`config.mk`:
```
export PLATFORM = sky130hd
export DESIGN_NAME = multdiv_iterative
export DESIGN_NICKNAME = d
export VERILOG_FILES = /design/src/rtl/multdiv_iterative.sv
export SDC_FILE = /design/constraint.sdc
export NUM_CORES = 1
export LEC_CHECK = 0
export BUFFER_PORTS_ARGS = -buffer_cell sky130_fd_sc_hd__buf_2
export CELL_PAD_IN_SITES_DETAIL_PLACEMENT = 0
export CELL_PAD_IN_SITES_GLOBAL_PLACEMENT = 1
export CORE_ASPECT_RATIO = 1.2
export CORE_MARGIN = 4
export CORE_UTILIZATION = 30
export DETAILED_ROUTE_END_ITERATION = 16
export MAX_ROUTING_LAYER = met4
export PLACE_DENSITY = 0.56
export SETUP_SLACK_MARGIN = 0.3
export SLEW_MARGIN = 30
export SYNTH_ARGS = -nofsm -noshare
export SYNTH_HDL_FRONTEND = slang
export SYNTH_SLANG_ARGS = --single-unit
```
`constraint.sdc`:
```
create_clock -name clock -period 3.64 [get_ports clock]
set_input_delay 0.182 -clock clock [delete_from_list [all_inputs] [get_ports clock]]
set_output_delay 0.182 -clock clock [all_outputs]
set_load 0.02 [all_outputs]
```
`src/rtl/multdiv_iterative.sv`:
```
// rtl/multdiv_iterative.sv - iterative signed 32x16 multiply and 32/16 divide unit
// Radix-2 shift-add multiply and restoring divide on magnitudes, one bit per clock.

module multdiv_iterative (
    input  logic        clock,
    input  logic        reset_n,
    input  logic [31:0] data_operandA,
    input  logic [15:0] data_operandB,
    input  logic        ctrl_MULT,
    input  logic        ctrl_DIV,
    output logic [31:0] data_result,
    output logic [31:0] data_remainder,
    output logic        data_resultRDY,
    output logic        data_exception,
    output logic        op_is_div,
    output logic        busy
);

    typedef enum logic [2:0] {
        S_IDLE,
        S_MULT,
        S_DIV,
        S_FIXUP,
        S_DONE
    } state_t;

    state_t state, state_next;

    logic [5:0]  cnt;
    logic [31:0] acc;
    logic [31:0] mcand;
    logic [15:0] mplier;
    logic [31:0] quo;
    logic [15:0] dvsr;
    logic [15:0] prem;
    logic        sign_a;
    logic        sign_b;
    logic        is_div_q;
    logic        illegal_q;

    logic        can_start;
    logic        start;
    logic        abort_div;
    logic [31:0] addend;
    logic [16:0] r2;
    logic        r_ge;
    logic [15:0] r_diff;

    assign can_start = (state == S_IDLE) || (state == S_DONE);
    assign start     = can_start && (ctrl_MULT || ctrl_DIV);
    // Illegal starts ride through the DIV state for one cycle so they share the divide-by-zero exit.
    assign abort_div = illegal_q || (dvsr == 16'd0);
    assign busy      = (state == S_MULT) || (state == S_DIV) || (state == S_FIXUP);

    always_comb begin
        addend = 32'd0;
        // Bit 15 of B carries weight -2^15, so the final partial product is subtracted.
        if (mplier[0]) begin
            addend = (cnt == 6'd15) ? (32'd0 - mcand) : mcand;
        end
        r2     = {prem, quo[31]};
        r_ge   = (r2 >= {1'b0, dvsr});
        r_diff = r2[15:0] - dvsr;
    end

    always_ff @(posedge clock or negedge reset_n) begin
        if (!reset_n) begin
            state <= S_IDLE;
        end else begin
            state <= state_next;
        end
    end

    always_comb begin
        state_next = state;
        case (state)
            S_IDLE, S_DONE: begin
                if (start) begin
                    state_next = (ctrl_MULT && !ctrl_DIV) ? S_MULT : S_DIV;
                end
            end
            S_MULT: begin
                if (cnt == 6'd16) begin
                    state_next = S_FIXUP;
                end
            end
            S_DIV: begin
                if (abort_div || (cnt == 6'd32)) begin
                    state_next = S_FIXUP;
                end
            end
            S_FIXUP: state_next = S_DONE;
            default: state_next = S_IDLE;
        endcase
    end

    always_ff @(posedge clock or negedge reset_n) begin
        if (!reset_n) begin
            cnt            <= 6'd0;
            acc            <= 32'd0;
            mcand          <= 32'd0;
            mplier         <= 16'd0;
            quo            <= 32'd0;
            dvsr           <= 16'd0;
            prem           <= 16'd0;
            sign_a         <= 1'b0;
            sign_b         <= 1'b0;
            is_div_q       <= 1'b0;
            illegal_q      <= 1'b0;
            data_result    <= 32'd0;
            data_remainder <= 32'd0;
            data_resultRDY <= 1'b0;
            data_exception <= 1'b0;
            op_is_div      <= 1'b0;
        end else begin
            data_resultRDY <= 1'b0;
            case (state)
                S_IDLE, S_DONE: begin
                    if (start) begin
                        cnt       <= 6'd0;
                        acc       <= 32'd0;
                        mcand     <= data_operandA;
                        mplier    <= data_operandB;
                        quo       <= data_operandA[31] ? (32'd0 - data_operandA) : data_operandA;
                        dvsr      <= data_operandB[15] ? (16'd0 - data_operandB) : data_operandB;
                        prem      <= 16'd0;
                        sign_a    <= data_operandA[31];
                        sign_b    <= data_operandB[15];
                        is_div_q  <= ctrl_DIV && !ctrl_MULT;
                        illegal_q <= ctrl_DIV && ctrl_MULT;
                    end
                end
                S_MULT: begin
                    if (cnt != 6'd16) begin
                        acc    <= acc + addend;
                        mcand  <= {mcand[30:0], 1'b0};
                        mplier <= {1'b0, mplier[15:1]};
                        cnt    <= cnt + 6'd1;
                    end
                end
                S_DIV: begin
                    if (!abort_div && (cnt != 6'd32)) begin
                        prem <= r_ge ? r_diff : r2[15:0];
                        quo  <= {quo[30:0], r_ge};
                        cnt  <= cnt + 6'd1;
                    end
                end
                S_FIXUP: begin
                    data_resultRDY <= 1'b1;
                    if (illegal_q) begin
                        data_result    <= 32'd0;
                        data_remainder <= 32'd0;
                        data_exception <= 1'b1;
                        op_is_div      <= 1'b0;
                    end else if (is_div_q) begin
                        op_is_div <= 1'b1;
                        if (dvsr == 16'd0) begin
                            data_result    <= 32'd0;
                            data_remainder <= 32'd0;
                            data_exception <= 1'b1;
                        end else begin
                            data_result    <= (sign_a ^ sign_b) ? (32'd0 - quo) : quo;
                            data_remainder <= sign_a ? (32'd0 - {16'd0, prem}) : {16'd0, prem};
                            data_exception <= 1'b0;
                        end
                    end else begin
                        data_result    <= acc;
                        data_remainder <= 32'd0;
                        data_exception <= 1'b0;
                        op_is_div      <= 1'b0;
                    end
                end
                default: begin
                end
            endcase
        end
    end

endmodule

```
Word-level counts from Yosys, hierarchy flattened
Cells that the tools add are included.
- shift-type cells: 0
- multiply operators: 0
- bitwise logic cells: 1
- divide/modulo/power cells: 0
- $lt $le $gt $ge: 1
- eq/ne operators: 14
- reduce and logical (&&, ||, !) cells: 25
- add/sub/neg operators: 8
- multiplexer cells: 43
- operators by type and width (cell ; number):
    32-bit 2-to-1 mux ; 17
    32-bit case mux with 2 select lines ; 3
    16-bit 2-to-1 mux ; 6
    1-bit by 32-bit subtractor with 32-bit output (first input constant) ; 3
    16-bit case mux with 2 select lines ; 2
    32-bit adder ; 1
    6-bit 2-to-1 mux ; 3
    6-bit case mux with 3 select lines ; 1
    17-bit by 16-bit greater-or-equal comparator with 1-bit output ; 1
    1-bit by 16-bit subtractor with 17-bit output (first input constant) ; 1
    16-bit logical NOT ; 1
    1-bit by 16-bit subtractor with 16-bit output (first input constant) ; 1
    16-bit subtractor ; 1
    3-bit case mux with 4 select lines ; 1
    3-bit 2-to-1 mux ; 3
    3-bit AND reduction ; 3
    2-bit by 1-bit inequality test with 1-bit output (second input constant) ; 4
    6-bit by 1-bit adder with 6-bit output (second input constant) ; 1
    3-bit by 2-bit equality test with 1-bit output (second input constant) ; 2
    6-bit by 4-bit equality test with 1-bit output (second input constant) ; 1
    6-bit by 5-bit equality test with 1-bit output (second input constant) ; 1
    6-bit equality test (second input constant) ; 1
    1-bit logical OR ; 6
    1-bit 2-to-1 mux ; 6
    15 further kinds ; 22
- bits in latches: 0
- memory bits (writable): 0
- bits of input ports: 52
- memories kept: 0
- logic and storage cells: 109
- flip-flop bits (word level): 224
- bits in read-only memories: 0

Longest topological paths before layout
- depth in word-level cells: 6
- mapped depth: 18

Worst setup path after synthesis
Ideal clock, no wire load.
- path kind: flip-flop to flip-flop
- from: register mcand[8]
- to: register acc[31]
- path slack: -0.401 ns
- setup time: 0.120 ns
- clock period less this slack: 4.041 ns
- data arrival time: 3.921 ns
- cell stages (with the launch flop): 16
- required time: 3.520 ns
- path buffers: 1
- cell sequence: dfrtp_1 > or3_4 > or4_4 > or4_4 > o31ai_1 > xnor2_1 > and2_1 > ha_1 > clkbuf_1 > nand4_1 > nor4_1 > o211ai_1 > a31oi_1 > xnor2_1 > o31ai_1 > a31o_1
- word-level cells in the longest chain between the ends: 6
- ends and longest elaborated chain (item ; RTL line ; source):
    start: declaration ; 31 ; logic [31:0] mcand;
    start signal: assignment ; 122 ; mcand <= data_operandA;
    start signal: assignment ; 136 ; mcand <= {mcand[30:0], 1'b0};
    1-bit by 32-bit subtractor with 32-bit output ; 59 ; addend = (cnt == 6'd15) ? (32'd0 - mcand) : mcand;
    32-bit 2-to-1 mux * ; 59 ;
    32-bit 2-to-1 mux * ; 58 ; if (mplier[0]) begin
    32-bit adder * ; 135 ; acc <= acc + addend;
    32-bit 2-to-1 mux * ; 134 ; if (cnt != 6'd16) begin
    32-bit case mux with 2 select lines * ; 117 ; case (state)
    end signal: assignment ; 135 ;
    end: declaration ; 30 ; logic [31:0] acc;
Mark *: on every way between the ends. The rest lies on a longest branch, timed or not. The select of a mux whose other input is x is not followed.
A chain may end at the register's enable or synchronous reset.

Worst setup path in the final report
- from: register mcand[10]
- to: register acc[31]
The elaborated chain is that of the path after synthesis.

==> metrics.md <==
| Metric | Value |
|---|---|
| Initial Util | `30.5%` |
| Avg Cell Area, Syn | `8.09 µm²` |
| Slew @ Worst Pin | `a little under 0.9 ns` |
| Critical Path RT | `around 4.1 ns` |
| Die area | `50,500 µm²` |
| Core Util, Final | `39.7%` |
| RR Startpoint | `mcand[10]` |
| Worst Hold Depth | `3` |
| Worst reg2reg path endpoint | `acc[31]` |
| Final wirelength | `51,100 µm` |
| Post-synthesis sequential area ratio | `37.1%` |
| DRT antenna net count | `0` |
| Yosys reg bits | `209` |
| DR iter-0 viols | `728` |
| Routed len/inst | `19.4 µm` |
| Worst path max stage delay | `between 0.5 and 0.6 ns` |
| Global-route wire length before repair | `~79,000 µm` |
| Hold path start | `data_operandA[24]` |
| Share of post-route cells with drive strength above 1 | `between 20 and 25%` |
| CTS tree | `built` |
| Vias/cell | `5.13` |
| Total GRT Usage | `20.2%` |
| Area of the multi-input gates | `8730 µm²` |
| Worst rel slew slack | `42.0%` |
| RSZ-0062 raised after global routing | `yes` |
| H-tree Lvls | `1` |
| Sequential Area | `5230 µm²` |
| Max Cap Viol | `0` |
| Ranking of synthesized cells by area | `dfrtp_1 37%, nand2_1 7.0%, o21ai_0 6.0%` |
| WP data arrival | `4.33 ns` |
| Final worst slack | `-0.238 ns` |
| Antenna violations before repair | `0` |
| Fmax | `0.258 GHz` |
| Placed Area | `16,400 µm²` |
| Clock Sinks | `209` |
| Vias in the first global route | `between 10,000 and 15,000` |
| Mapped Nets | `roughly 1,900` |
| Core box area | `roughly 46,000 µm²` |
| Worst skew pair latency | `around 0.57 ns` |
| # diodes | `0` |
| Clk root buf | `clkbuf_16` |
| CP startpoint kind | `flop` |
| CP Max Fanout | `4` |
| Hold Crit Class | `input port to flop` |
| CP Capture Type | `flop` |
| Worst Clk Skew | `~0.018 ns` |
| Final #Nets | `approximately 2,100` |
| FFs w/ async S/R, synth | `100%` |
| YS warnings | `0` |
| Synth top cells by count | `264 x nand2_1, 209 x dfrtp_1, 168 x o21ai_0` |
| Fin. Hold Viols | `0` |
| Slowest CP cell | `or4_4` |
| Largest net degree at the start of global routing | `93` |
| Total gr overflow | `0` |
| Routability congestion estimate | `0.845` |
| Top cell type's share of synthesized area | `37.1%` |
| Synth unique cells | `63` |
| Post-route insts no fill | `2,632` |
| Worst-path clk slew | `approximately 0.060 ns` |
| Area leader, netlist | `dfrtp_1` |
| Crit-path cells | `or3_4, or4_4, or4_4, buf_4, nand2_1, xnor2_1, and2_1, ha_1, a21oi_1, o21ai_1, a41oi_2, o31a_1, a31oi_4, xnor2_2, o31ai_1, a31o_1` |
| Min Tclk post-route | `3.88 ns` |
| Chip height | `approximately 250 µm` |
| Dpl cells | `2,529` |
| Max Buffers Root-to-Sink | `3` |
| Number of enable flip-flop cells after synthesis | `0` |
| Cell with the most instances after synthesis | `nand2_1` |
| Vias after detailed routing | `13,500` |
| Post-DP HPWL | `38,000 µm` |
| Num CTS Buffers | `27` |
| Hold EP | `mcand[24]` |
| Crit share post-route | `107%` |
| Dpl ws | `-0.305 ns` |
| Crit Path Category | `flop to flop` |
| Final Max Slew Viols | `0` |
| Setup TNS | `-0.961 ns` |
| FILL cells | `4,800` |
| Max VDD drop | `between 0.4 and 0.5 mV` |
| P&R area growth vs syn | `30.0%` |
| I/O pins | `120` |
| Synthesized cell area | `between 10,000 and 15,000 µm²` |
| PD cells | `920 nW/µm²` |
| First-pass iteration count of the detailed router | `4` |
| Post-Synthesis Cells | `1,743` |
| Synth Flop Type | `dfrtp_1` |
| Reg2Reg Depth | `16` |
| Leak | `8.15 nW` |
| Most common cell on crit path | `or4_4` |
| Final instance area | `18,300 µm²` |
| Worst reg-to-reg setup slack | `-0.24 ns` |
| IO Port Bufs | `119` |
| Die W | `approximately 200 µm` |
| Status | `finished, violations left` |
| Failing checks | `negative setup slack` |
| Final setup viols | `10` |
| Rows | `86` |
| DRC | `0` |
==> report_power, final <==
| group | internal, mW | total (mW) | switching [mW] |
|---|---|---|---|
| clock network | 1.66 | 2.80 | 1.14 |
| logic | 3.95 | 9.66 | 5.71 |
| registers | 3.32 | 4.40 | 1.08 |
| total | 8.93 | 16.9 | 7.93 |
==> registers in the layout, summed over array words and instances, names as in the netlist, 3 cells and up <==
| register | cells |
|---|---|
| dvsr | 16 |
| quo | 32 |
| mplier | 16 |
| cnt | 6 |
| prem | 16 |
| acc | 32 |
| data_result | 32 |
| state | 3 |
| mcand | 32 |
| data_remainder | 17 |
==> cell type report <==
| type | count | share of cell area [%] |
|---|---|---|
| sequential | 209 | 28.5 |
| timing repair buffer | 339 | 13.4 |
| multi-input combinational | 1360 | 47.6 |
| tap | 616 | 4.21 |
| inverter | 59 | 1.21 |
| clock buffer | 38 | 4.29 |
| clock inverter | 11 | 0.751 |
==> placed cells by master (no fill, tap or decap), types with 44 or more instances in the layout <==
cell,count
nor2_1,146
nand3_1,44
a31oi_1,52
xnor2_1,66
dlygate4sd3_1,47
ha_1,47
buf_2,118
a21oi_1,100
inv_1,59
o21ai_0,141
xor2_1,85
nand2_1,259
buf_4,163
dfrtp_1,209
==> routing by layer <==
layer / vias to the layer above / global-route usage, % / wire length [µm]
met2: 197 / 36.9 / 27000
met5: - / - / 0
met4: 0 / 6.36 / 1680
li1: 6628 / - / -
met3: 75 / 2.10 / 1610
met1: 6596 / 23.3 / 20800
==> what timing repair did <==
item | in CTS | in global routing
endpoints found under the hold margin | 150 | 0
resized for setup | 64 | 37
pin swaps | 13 | 24
hold buffers | 47 | 0
setup buffers | 2 | 5
endpoints found under the setup margin | 23 | 23
==> per-stage QoR <==
stage / power [mW] / hold WS, ns
3_3_place_gp: 13.7 / 0.283
3_5_place_dp: 13.8 / 0.295
2_1_floorplan: 10.2 / -0.114
5_1_grt: 18.3 / 0.0207
4_1_cts: 16.9 / 0.0200
6_report: 16.9 / 0.0508
==> kinds of logic after synthesis <==
kind of cell,Yosys count,share of synthesized area [%]
AO/OA/AOI/OAI,505,21.7
XOR/XNOR,156,9.69
adder cells (fa/ha/maj),56,5.08
buffers and inverters,174,5.04
flip-flops,209,37.1
multiplexers,19,1.40
AND/OR/NAND/NOR,624,20.0
==> worst max-delay path by stage <==
stage	startpoint	end	cells after the start
finish	mcand[10]	acc[31]	16
detailed placement	mcand[10]	acc[30]	16
global placement	mcand[10]	acc[30]	16
floorplan	mcand[8]	acc[31]	15
global route	mcand[10]	acc[31]	15
CTS	mcand[10]	acc[31]	16
==> worst max-delay path: cells and delay by family (launching register included) <==
| family | cells | cell delay, ns |
|---|---|---|
| simple gates | 5 | 1.65 |
| compound gates | 7 | 1.14 |
| flops | 1 | 0.38 |
| xor+xnor | 2 | 0.23 |
| fa+ha+maj | 1 | 0.20 |
| buf+inv | 1 | 0.17 |
No activity file was read; power rests on OpenSTA's default activity.
